--- src/rtl/pms_ext_irq_arbiter.sv ---
// External interrupt arbiter for the PMS: captures edge/level events into a
// pending vector and offers the lowest enabled pending line as an ID via valid/ready.
module pms_ext_irq_arbiter #(
  parameter int unsigned NUM_EXT_IRQ = 222,
  parameter int unsigned ID_OFFSET   = 34,
  parameter int unsigned ID_WIDTH    = 8
) (
  input  logic                   clk_i,
  input  logic                   rst_i,
  input  logic [NUM_EXT_IRQ-1:0] irq_i,
  input  logic [NUM_EXT_IRQ-1:0] irq_en_i,
  input  logic [NUM_EXT_IRQ-1:0] irq_edge_i,
  output logic                   irq_valid_o,
  output logic [ID_WIDTH-1:0]    irq_id_o,
  input  logic                   irq_ready_i,
  output logic [NUM_EXT_IRQ-1:0] pending_o
);

  localparam int unsigned IDX_W = (NUM_EXT_IRQ > 1) ? $clog2(NUM_EXT_IRQ) : 1;

  if ((NUM_EXT_IRQ == 0) ||
      ((64'(NUM_EXT_IRQ) + 64'(ID_OFFSET)) > (64'd1 << ID_WIDTH))) begin : g_bad_cfg
    $error("pms_ext_irq_arbiter: NUM_EXT_IRQ/ID_OFFSET do not fit in ID_WIDTH");
  end

  typedef enum logic {
    IDLE,
    OFFER
  } state_t;

  state_t                 state;
  logic [NUM_EXT_IRQ-1:0] irq_q;
  logic [NUM_EXT_IRQ-1:0] pending;
  logic [NUM_EXT_IRQ-1:0] set_vec;
  logic [NUM_EXT_IRQ-1:0] clr_vec;
  logic [NUM_EXT_IRQ-1:0] eligible;
  logic [IDX_W-1:0]       sel_q;
  logic [IDX_W-1:0]       sel_idx;
  logic                   any_elig;
  logic [ID_WIDTH-1:0]    id_next;
  logic                   valid_q;
  logic [ID_WIDTH-1:0]    id_q;

  assign set_vec  = (irq_edge_i & irq_i & ~irq_q) | (~irq_edge_i & irq_i);
  assign eligible = pending & irq_en_i;
  assign id_next  = ID_WIDTH'(sel_idx) + ID_WIDTH'(ID_OFFSET);

  always_comb begin
    any_elig = 1'b0;
    sel_idx  = '0;
    for (int unsigned i = 0; i < NUM_EXT_IRQ; i++) begin
      if (eligible[i] && !any_elig) begin
        any_elig = 1'b1;
        sel_idx  = i[IDX_W-1:0];
      end
    end
  end

  always_comb begin
    clr_vec = '0;
    if (state == OFFER && irq_ready_i) clr_vec[sel_q] = 1'b1;
  end

  always_ff @(posedge clk_i) begin
    if (rst_i) begin
      irq_q   <= '0;
      pending <= '0;
      sel_q   <= '0;
      valid_q <= 1'b0;
      id_q    <= '0;
      state   <= IDLE;
    end else begin
      irq_q   <= irq_i;
      // Set is applied after clear so a coincident event re-pends the line.
      pending <= (pending & ~clr_vec) | set_vec;
      case (state)
        IDLE: begin
          if (any_elig) begin
            sel_q   <= sel_idx;
            id_q    <= id_next;
            valid_q <= 1'b1;
            state   <= OFFER;
          end
        end
        OFFER: begin
          if (irq_ready_i) begin
            valid_q <= 1'b0;
            state   <= IDLE;
          end
        end
        default: state <= IDLE;
      endcase
    end
  end

  assign irq_valid_o = valid_q;
  assign irq_id_o    = id_q;
  assign pending_o   = pending;

endmodule
--- config.mk ---
export PLATFORM = sky130hd
export DESIGN_NAME = pms_ext_irq_arbiter
export DESIGN_NICKNAME = d
export VERILOG_FILES = /design/src/rtl/pms_ext_irq_arbiter.sv
export SDC_FILE = /design/constraint.sdc
export NUM_CORES = 1
export LEC_CHECK = 0
export BUFFER_PORTS_ARGS = -buffer_cell sky130_fd_sc_hd__buf_2
export CELL_PAD_IN_SITES_DETAIL_PLACEMENT = 1
export CELL_PAD_IN_SITES_GLOBAL_PLACEMENT = 1
export CORE_AREA = 5 5 351 353
export CTS_CLUSTER_DIAMETER = 200
export DETAILED_ROUTE_END_ITERATION = 10
export DIE_AREA = 0 0 356 358
export GPL_ROUTABILITY_DRIVEN = 0
export MAX_ROUTING_LAYER = met4
export PLACE_DENSITY = 0.51
export SLEW_MARGIN = 15
export SYNTH_ARGS = -nofsm -noshare
export SYNTH_HDL_FRONTEND = slang
export SYNTH_SLANG_ARGS = --single-unit
--- constraint.sdc ---
create_clock -name clk_i -period 6.63 [get_ports clk_i]
set_input_delay 0 -clock clk_i [delete_from_list [all_inputs] [get_ports clk_i]]
set_output_delay 0 -clock clk_i [all_outputs]
set_load 0.02 [all_outputs]
==> results.py <==
metrics = {
    "clocking": {
        "tritoncts": "built",
        "numCtsBuffers": 59,
        "clk_path_buf_depth": 3,
        "holdBufCountCts": 551,
        "clock-sinks": 461,
        "htree_levels": 2,
        "cts.clk_slew.worst_paths_ns": 0.06,
        "insertion_delay_ns": 0.66,
        "cts_setup_buffers": 0,
        "post_cts_resized": 0,
        "root_buffer": "clkbuf_16",
    },
    "synth": {
        "synth.top_cell.area_share": 0.453,
        "yosys-top-cells-count": "632 x nand2_1, 461 x dfxtp_1, 226 x a32o_1",
        "yosysTopAreaCell": "dfxtp_1",
        "synthTopCellsByArea": "dfxtp_1 45%, nand2_1 12%, a32o_1 11%",
        "synth.avg_cell_area_um2": 8.72,
        "synth_cells": 2334,
        "synth_most_common_cell": "nand2_1",
        "syn_area_um2": 20400,
        "synthesis.nets": 3004,
        "synth_edf_count": 0,
        "ys_warn_count": 0,
        "ys_ff_latch": 461,
        "yosysSeqAreaShare": 0.453,
        "synthArstFlopShare": 0,
        "ys.flop_type": "dfxtp_1",
        "yosysUniqueCellTypes": 87,
    },
    "drt": {
        "drt-total-wl_um": 149000,
        "routed_via_density": 4.64,
        "dr.pass1.iters": 5,
        "drtAntennaViolNets": 0,
        "wl_per_cell_um": 27.1,
        "vias": 25498,
        "drtIter0Drc": 1854,
        "drc": 0,
    },
    "die": {
        "start_util": 0.170,
        "rows": 127,
        "die_y_um": 358,
        "fp.coreArea_um2": 119000,
        "pin_count": 900,
        "die_w_um": 356,
        "die_area_um2": 127000,
    },
    "sta": {
        "fmax_mhz": 210,
        "hold_viol": 0,
        "tightestPinTransition_ns": 1.21,
        "finalSetupTns_ns": 0,
        "drv_slew": 0,
        "setup_viol": 0,
        "post-route-period-util": 0.717,
        "rsz0062_at_grt": "no",
        "fin_skew_ns": 0.0294,
        "slew_headroom": 0.190,
        "finalWorstSetupSlack_ns": 1.87,
        "min_period_ns": 4.76,
    },
    "global_routing": {
        "antenna_found_initial": 53,
        "grt.total_usage": 0.229,
        "grt_pass1_wl_um": 204000,
        "grt_overflow": 0,
        "grt_max_degree": 111,
        "grt_pass1_vias": 27325,
    },
    "layout": {
        "nets": 4471,
        "area_growth_pct": 70.5,
        "fill_cells": 14218,
        "drive_gt1_frac": 0.287,
    },
    "worst_hold_path": {
        "hold_start": "rst_i",
        "hold_path_class": "input port to register",
    },
    "worst_setup_path": {
        "cp-end-kind": "register",
        "start_kind": "register",
        "crit_path_start": "pending_o[15]",
        "r2r-start": "pending_o[15]",
        "critPathKind": "register to register",
        "required_ns": 7.19,
        "crit_chain": "a222oi_1, nand3_1, nor4_2, nand4_2, buf_4, or2_4, or4_4, nand4_1, nor3_1, o31ai_1, ha_1, nor3b_2, xnor2_1, a211oi_1",
        "critPathMaxFanout": 24,
        "timing.critical_path.max_delay_family": "simple AND/OR/NAND/NOR gates",
        "crit_buf_inv": 1,
        "slowest_stage": "a222oi_1",
        "worstPathArrival_ns": 5.32,
        "max_stage_delay_ns": 0.79,
    },
    "placed_design": {
        "post-dp-hpwl_um": 116000,
        "pre_cts_slack_ns": 1.80,
        "io_buffers": 899,
    },
    "pwr": {
        "p_leak_uw": 0.0143,
        "power_density_nw_per_um2": 246,
        "max-vdd-ir-drop_uv": 190,
        "power_uw": 8540,
    },
    "flow_run": {
        "max-cap-violations": 0,
    },
    "run_status": {
        "status": "finished, final reports clean",
    },
}
==> final timing paths <==
| path | cells past startpoint | endpoint | slack [ns] |
|---|---|---|---|
| worst max-delay path | 14 | irq_id_o[5] | 1.87 |
| worst max register to register | 14 | irq_id_o[5] | 1.87 |
| worst min-delay path | 2 | irq_q[4] | 0.03 |
| worst min register to register | 2 | irq_id_o[3] | 0.47 |
==> cell families after synthesis <==
group,share of synthesized area
buf+inv,0.0220
mux,0.000492
simple gates,0.276
compound gates,0.246
fa+ha+maj,0.000615
xor+xnor,0.00129
flops,0.453
==> cell usage in the layout (no fill, tap or decap), drive strengths merged, types with 36 or more instances in the layout <==
master	synthesis	routed
dlygate4sd3	0	551
a32o	226	226
dfxtp	461	461
diode	0	41
a22oi	76	76
a21oi	70	70
nand2	632	632
buf	9	955
a32oi	36	36
nand3	52	52
clkbuf	90	84
nor3	53	53
nor2b	224	224
nor2	62	62
==> sequential cells by signal (all words and copies together), names as in the netlist <==
name,flops
irq_q,222
irq_id_o,7
state,1
irq_valid_o,1
pending_o,222
sel_q,8
==> final cells by class <==
type	instances	area, µm²	share of cell area
inverter	9	41.3	0.00119
antenna	41	103	0.00296
multi-input combinational	1764	10800	0.312
clock inverter	22	352	0.0101
tap	1612	2020	0.0581
sequential	461	9230	0.266
clock buffer	84	1690	0.0487
timing repair buffer	1506	10400	0.301
==> power by group <==
group          internal [µW]  total [µW]  switching [µW]
Sequential              2990        3210             216
Clock                   2110        3490            1380
Combinational            793        1850            1060
==> per-layer routing <==
metal | vias to the layer above | GRT usage | share of wire
li1 | 11725 | - | -
met1 | 12616 | 0.275 | 0.42
met2 | 950 | 0.399 | 0.49
met3 | 207 | 0.0387 | 0.057
met4 | 0 | 0.0620 | 0.028
met5 | - | - | 0
==> metrics by stage <==
| step | cells | util | hold slack, ns | cell area (µm²) |
|---|---|---|---|---|
| after floorplan | 2334 | - | 0.168 | 20400 |
| after global routing | 5493 | 0.290 | 0.0573 | 34700 |
| after detailed placement | 4801 | 0.226 | 0.264 | 27000 |
| after CTS | 5458 | 0.290 | 0.00126 | 34600 |
| after global placement | 4801 | 0.226 | 0.262 | 27000 |
| final | 5499 | 0.290 | 0.0302 | 34700 |
No activity file was read; power rests on OpenSTA's default activity.
